`src/rtl/vx_warp_commit_tracker.sv`:
```
// Per-warp in-flight instruction counters between issue and commit.
// Also generates commit pulses, pending-zero flags and a single-outstanding drain handshake.
module vx_warp_commit_tracker #(
    parameter  int NUM_WARPS   = 4,
    parameter  int NUM_COMMITS = 2,
    parameter  int CTR_WIDTH   = 5,
    localparam int WID_W       = (NUM_WARPS > 1) ? $clog2(NUM_WARPS) : 1
) (
    input  logic                         clk,
    input  logic                         reset,
    input  logic                         issue_valid,
    input  logic [WID_W-1:0]             issue_wid,
    output logic                         issue_ready,
    input  logic [NUM_COMMITS-1:0]       commit_valid,
    input  logic [NUM_COMMITS*WID_W-1:0] commit_wid,
    output logic [NUM_WARPS-1:0]         committed_warps,
    output logic [NUM_WARPS-1:0]         pending_zero,
    input  logic                         drain_valid,
    input  logic [WID_W-1:0]             drain_wid,
    output logic                         drain_ready,
    output logic                         drain_done,
    output logic [WID_W-1:0]             drain_done_wid,
    output logic                         underflow_err
);

    localparam int SUM_W = CTR_WIDTH + 2;
    localparam logic [CTR_WIDTH-1:0] MAX_PENDING = '1;

    typedef enum logic [1:0] {S_IDLE, S_WAIT, S_DONE} state_e;

    state_e                       state_q, state_d;
    logic [WID_W-1:0]             drain_wid_q, drain_wid_d;
    logic [CTR_WIDTH-1:0]         count_q [NUM_WARPS];
    logic [CTR_WIDTH-1:0]         count_d [NUM_WARPS];
    logic [NUM_WARPS-1:0]         committed_q, committed_d;
    logic [NUM_WARPS-1:0]         pzero_q, pzero_d;
    logic                         underflow_q, underflow_d;
    logic [SUM_W-1:0]             dec_w [NUM_WARPS];
    logic signed [SUM_W-1:0]      sum_w [NUM_WARPS];
    logic                         issue_fire;

    function automatic logic signed [SUM_W-1:0] step_count(
        input logic [CTR_WIDTH-1:0] cnt,
        input logic                 inc,
        input logic [SUM_W-1:0]     dec
    );
        return $signed({2'b00, cnt}) + $signed({{(SUM_W-1){1'b0}}, inc}) - $signed(dec);
    endfunction

    function automatic logic [CTR_WIDTH-1:0] clamp_count(input logic signed [SUM_W-1:0] s);
        return (s < 0) ? '0 : s[CTR_WIDTH-1:0];
    endfunction

    // Saturation is judged on the registered count only, so a same-cycle commit never frees a slot.
    assign issue_ready = (count_q[issue_wid] != MAX_PENDING) &&
                         !((state_q != S_IDLE) && (issue_wid == drain_wid_q));
    assign issue_fire  = issue_valid && issue_ready;

    always_comb begin
        underflow_d = underflow_q;
        committed_d = '0;
        pzero_d     = '0;
        for (int w = 0; w < NUM_WARPS; w++) begin
            dec_w[w] = '0;
            for (int i = 0; i < NUM_COMMITS; i++) begin
                if (commit_valid[i] && (commit_wid[i*WID_W +: WID_W] == WID_W'(w))) begin
                    dec_w[w] = dec_w[w] + SUM_W'(1);
                end
            end
            sum_w[w] = step_count(count_q[w], issue_fire && (issue_wid == WID_W'(w)), dec_w[w]);
            if (sum_w[w] < 0) begin
                underflow_d = 1'b1;
            end
            count_d[w]     = clamp_count(sum_w[w]);
            committed_d[w] = (dec_w[w] != '0);
            pzero_d[w]     = (count_d[w] == '0);
        end
    end

    always_comb begin
        state_d     = state_q;
        drain_wid_d = drain_wid_q;
        case (state_q)
            S_IDLE: begin
                if (drain_valid) begin
                    drain_wid_d = drain_wid;
                    state_d     = S_WAIT;
                end
            end
            S_WAIT: begin
                if (pzero_q[drain_wid_q]) begin
                    state_d = S_DONE;
                end
            end
            S_DONE:  state_d = S_IDLE;
            default: state_d = S_IDLE;
        endcase
    end

    always_ff @(posedge clk) begin
        if (reset) begin
            state_q     <= S_IDLE;
            drain_wid_q <= '0;
            committed_q <= '0;
            pzero_q     <= '1;
            underflow_q <= 1'b0;
            for (int w = 0; w < NUM_WARPS; w++) begin
                count_q[w] <= '0;
            end
        end else begin
            state_q     <= state_d;
            drain_wid_q <= drain_wid_d;
            committed_q <= committed_d;
            pzero_q     <= pzero_d;
            underflow_q <= underflow_d;
            for (int w = 0; w < NUM_WARPS; w++) begin
                count_q[w] <= count_d[w];
            end
        end
    end

    assign drain_ready     = (state_q == S_IDLE) && !reset;
    assign drain_done      = (state_q == S_DONE);
    assign drain_done_wid  = (state_q == S_DONE) ? drain_wid_q : '0;
    assign committed_warps = committed_q;
    assign pending_zero    = pzero_q;
    assign underflow_err   = underflow_q;

endmodule

```
`config.mk`:
```
export PLATFORM = sky130hd
export DESIGN_NAME = vx_warp_commit_tracker
export DESIGN_NICKNAME = d
export VERILOG_FILES = /design/src/rtl/vx_warp_commit_tracker.sv
export SDC_FILE = /design/constraint.sdc
export NUM_CORES = 1
export LEC_CHECK = 0
export CORE_UTILIZATION = 45
export CTS_CLUSTER_SIZE = 20
export DETAILED_ROUTE_END_ITERATION = 16
export PLACE_DENSITY = 0.66
export SETUP_SLACK_MARGIN = 0.1
export SLEW_MARGIN = 20
export SYNTH_ARGS = -nofsm -noshare
export SYNTH_HDL_FRONTEND = slang
export SYNTH_SLANG_ARGS = --single-unit
```
`constraint.sdc`:
```
create_clock -name clk -period 4.85 [get_ports clk]
set_clock_uncertainty 0.2 [all_clocks]
set_input_delay 0.7275 -clock clk [delete_from_list [all_inputs] [get_ports clk]]
set_output_delay 0.7275 -clock clk [all_outputs]
set_load 0.01 [all_outputs]
```
Yosys cells after proc, flatten, opt, wreduce, memory -nomap -nowiden:

Memories as Yosys holds them, arrays and structs flattened.
Cells that the tools add are included.

* $add $sub $neg: 12
* equal/unequal tests: 15
* muxes and demuxes: 29
* reductions and logical operators: 34
* bitwise gates (word level): 4
* magnitude comparators: 5

Operators with widths (count)
* $mux W5: 8
* $add A7 B1 Y7 const B: 4
* $lt A7 B1 Y1 const B: 4
* $mux W7: 4
* $reduce_bool A7 Y1: 4
* $sub A7 B7 Y7: 4
* $add A5 B1 Y6: 4
* $logic_not A5 Y1: 4
* $logic_and A1 B1 Y1: 16
* $eq A2 B2 Y1 const B: 7
* $mux W1: 12
* $eq A2 B1 Y1 const B: 4
* $logic_not A2 Y1: 4
* $mux W2: 3
* $ne A5 B5 Y1 const B: 1
* $ne A2 B2 Y1 const B: 2
* $or A1 B1 Y1: 4
* $pmux W2 S2: 1
* $reduce_and A2 Y1: 2
* $reduce_bool A4 Y1: 1
* $lt A2 B3 Y1 const B: 1
* $bmux W1 S2: 1
* $eq A2 B2 Y1: 1
* $logic_not A1 Y1: 2
* $reduce_bool A2 Y1: 1

* output and inout port bits: 14
* memory bits (writable): 20
* flip-flop bits (word level): 13
* memories: 1
* bits of input ports: 14
* word-level logic and storage cells: 105

Memories
* count_q: depth 4, width 5, read ports 5, clocked after memory_dff 0, wr ports 4, RTL line 33 `logic [CTR_WIDTH-1:0] count_q [NUM_WARPS];`

Logic depth before layout (Yosys ltp):

* word-level depth: 13
* depth in mapped cells: 15
* gate-level depth less buffers: 14

Worst setup path before layout:

Ideal clock, no wire load.

* path type: input to register
* start point: in issue_wid[1]
* end point: reg pzero_q[2] (netlist: pending_zero[2])
* data required time: 4521 ps
* setup time: 129 ps
* data arrival time: 3380 ps
* setup slack: 1141 ps
* cell stages on the path: 13
* cell sequence: clkbuf_1 -> xor2_1 -> or3_1 -> nand3_1 -> nor2_1 -> ha_1 -> ha_1 -> ha_1 -> nor2b_1 -> or4b_4 -> and4_4 -> o21ai_2 -> a21oi_2

* longest elaborated chain between the ends: 11
* elaborated cells between the ends (all ways): 14
* those cells by class: add/sub (2); order compare (1); eq/ne (3); mux (1); reduce/logical (6); memory (1)

Ends and longest elaborated chain
* from (decl): RTL line 12 `input logic [WID_W-1:0] issue_wid,`
* parallel branches: the longest is 5 deep, another holds $mem_v2 Z4 W5
* $logic_and A1 B1 Y1 (*): RTL line 70 `sum_w[w] = step_count(count_q[w], issue_fire && (issue_wid == WID_W'(w)), dec_w[w]);`
* $add A5 B1 Y6 (*): RTL line 47 `return $signed({2'b00, cnt}) + $signed({{(SUM_W-1){1'b0}}, inc}) - $signed(dec);`
* $sub A7 B7 Y7 (*): RTL line 47
* $lt A7 B1 Y1: RTL line 51 `return (s < 0) ? '0 : s[CTR_WIDTH-1:0];`
* $mux W5 (*): RTL line 51
* $logic_not A5 Y1 (*): RTL line 76 `pzero_d[w] = (count_d[w] == '0);`
* to (signal assigned): RTL line 114 `pzero_q <= pzero_d;`
* to (decl): RTL line 36 `logic [NUM_WARPS-1:0] pzero_q, pzero_d;`

Mark *: on every way between the ends.
A chain may end at the register's enable or synchronous reset.

Final worst setup path:

Same ends and word-level chain as after synthesis.

==> impl_metrics.json <==
{
  "cts.path.max_buffers": 2,
  "worst_pin_slew_ns": 0.542,
  "crit_cells": 13,
  "htree_levels": 2,
  "cp.required_ns": 4.81,
  "maxCapViolCount": 0,
  "irDropWorstVdd_v": 0.000142,
  "netlist_instances": 277,
  "setup_viol_count_final": 0,
  "crit_path_end_kind": "flop",
  "power_density_mw_per_mm2": 336,
  "synth_nets": 319,
  "setup_ws_ns": 0.795,
  "startpoint_type": "input pin",
  "initialDrtViolationCount": 54,
  "ant_nets": 0,
  "port_buffers": 27,
  "antenna_found_initial": 0,
  "rrSetupSlack_ns": 1.42,
  "n_antenna_cell": 0,
  "place_ws_ns": 0.510,
  "synth_edf_count": 0,
  "cts_tree": "built",
  "cts_setup_buffers": 0,
  "worstPathCellList": "clkdlybuf4s50_1 -> xor2_1 -> or3_1 -> nand3_1 -> nor2_1 -> ha_1 -> ha_1 -> ha_1 -> nor2b_1 -> or4_1 -> and4_4 -> o21ai_2 -> a21oi_2",
  "fmax_ghz": 0.247,
  "rsz0062_at_grt": "false",
  "reg2reg_depth": 12,
  "ys_ff_latch": 33,
  "hp-class": "reg2reg",
  "relSlewSlack_pct": 63.3,
  "final_hold_viol_count": 0,
  "root_buffer": "clkbuf_8",
  "num_vias": 2056,
  "initial_utilization_pct": 47.1,
  "dieArea_mm2": 0.00567,
  "path_clk_slew_ns": 0.07,
  "gp_congestion": 0.820,
  "insertion_delay_ns": 0.29,
  "p_total_w": 0.000955,
  "min_path_cells": 1,
  "crit_top_cell": "ha_1",
  "path_delay_family": "simple AND/OR/NAND/NOR gates",
  "die-height_um": 75.3,
  "crit_fanout": 8,
  "dp_hpwl_um": 3990,
  "crit_buf_inv": 1,
  "grt_pass1_wl_um": 8140,
  "grt_overflow": 0,
  "p_leak_nw": 1.20,
  "status": "complete, no violations",
  "wl_per_cell_um": 13.3,
  "netlist_area_mm2": 0.00242,
  "synthArstFlopShare_pct": 0,
  "cts-hold-fix-buffers": 0,
  "vias_per_cell": 5.47,
  "drt-pass1-iter-count": 4,
  "syn_to_final_growth_pct": 17.3,
  "yosysWarnings": 0,
  "final_max_slew_viol_count": 0,
  "drc": 0,
  "setup-tns-final_ns": 0,
  "row_count": 26,
  "synth.avg_cell_area_um2": 8.74,
  "yosysUniqueCellTypes": 62,
  "final_util_pct": 55.2,
  "fp.dieW_um": 75.3,
  "nets": 347,
  "grt_pass1_vias": 1850,
  "period_needed_ns": 4.05,
  "critical_path_class": "in2reg",
  "cts_sinks": 33,
  "core_mm2": 0.00514,
  "ys.flop_type": "dfxtp_1",
  "drt-total-wl_um": 5010,
  "post_cts_resized": 0,
  "cts_buffers": 5,
  "worstPathArrival_ns": 4.02,
  "seq_area_frac_synth_pct": 27.3,
  "grt_max_degree": 20,
  "track_usage_pct": 19.1,
  "drive_gt1_share_pct": 10.8,
  "max_stage_delay_ns": 0.56,
  "fin_crit_sh_pct": 83.6,
  "boundaryPins": 28,
  "crit_slowest_cell": "clkdlybuf4s50_1"
}
path summary, 6_finish.rpt:
| check | startpoint | endpoint |
|---|---|---|
| hold reg to reg | state_q[1] | state_q[0] |
| setup / recovery | issue_wid[1] | pending_zero[2] |
| setup reg to reg | drain_wid_q[0] | pending_zero[2] |
| hold / removal | state_q[1] | state_q[0] |
final cells by class:
type	instances	area, µm²
sequential	33	661
clock buffer	7	96.3
clock inverter	1	5.00
fill	511	2300
tap	70	87.6
inverter	29	109
multi-input combinational	208	1600
timing repair buffer	28	278
report_power, final:
part | switching, W | internal, W | total [W]
logic | 0.000167 | 0.000180 | 0.000346
clock network | 0.000103 | 0.000128 | 0.000231
registers | 0.0000568 | 0.000320 | 0.000377
metal layers:
layer  up-vias  routed length (µm)  global-route usage [%]
met5         -                   0                       0
met4         0                  51                    4.94
met3         7                 195                    3.97
met2        43                2380                    33.3
met1       973                2380                    24.0
li1       1033                   -                       -
flip-flops by register name (all words and copies together), names as in the netlist:
name,cells
committed_warps,4
count_q,20
drain_wid_q,2
pending_zero,4
state_q,2
underflow_err,1
cell usage after synthesis, types with 5 or more instances:
cell	instances	area (µm²)
nor3_1	6	30.0
dfxtp_1	33	661
ha_1	24	300
and2_1	8	50.1
nor2b_1	7	43.8
nand2_1	13	48.8
xor2_1	5	43.8
nand4_1	5	31.3
nand3_1	10	50.1
and3_1	5	31.3
xnor2_1	9	78.8
a21oi_1	8	40.0
nor2_1	29	109
nand3b_1	7	52.6
inv_1	29	109
cells in the final DEF (no fill, tap or decap), types with 3 or more instances in the layout:
master            n
fa_1              4
nor3_1            6
xor2_1            5
or2_2             4
a31oi_1           4
clkbuf_8          7
or3_1             3
and2_1            8
nand3_1          10
ha_1             24
clkdlybuf4s50_1  27
xnor2_1           9
nand3b_1          7
a21oi_1           8
o211ai_1          3
dfxtp_1          33
nor2_1           29
and3_1            5
a211oi_1          3
nand4_1           5
nand2b_1          4
inv_1            29
nor2b_1           7
nand2_1          13
per-stage QoR:
stage | cells | hold slack (ns) | area, µm²
after floorplan | 277 | 0.270 | 2420
after global placement | 368 | 0.300 | 2740
after detailed placement | 368 | 0.304 | 2740
after CTS | 376 | 0.316 | 2840
after global routing | 376 | 0.357 | 2840
final | 376 | 0.315 | 2840
kinds of logic after synthesis:
| kind of cell | count (synthesis) | synth area share (%) |
|---|---|---|
| compound gates | 45 | 16.3 |
| xor+xnor | 14 | 5.07 |
| fa+ha+maj | 28 | 15.7 |
| buf+inv | 36 | 6.46 |
| flops | 33 | 27.3 |
| mux | 1 | 0.931 |
| simple gates | 120 | 28.2 |
(Power assumes the default switching activity.)
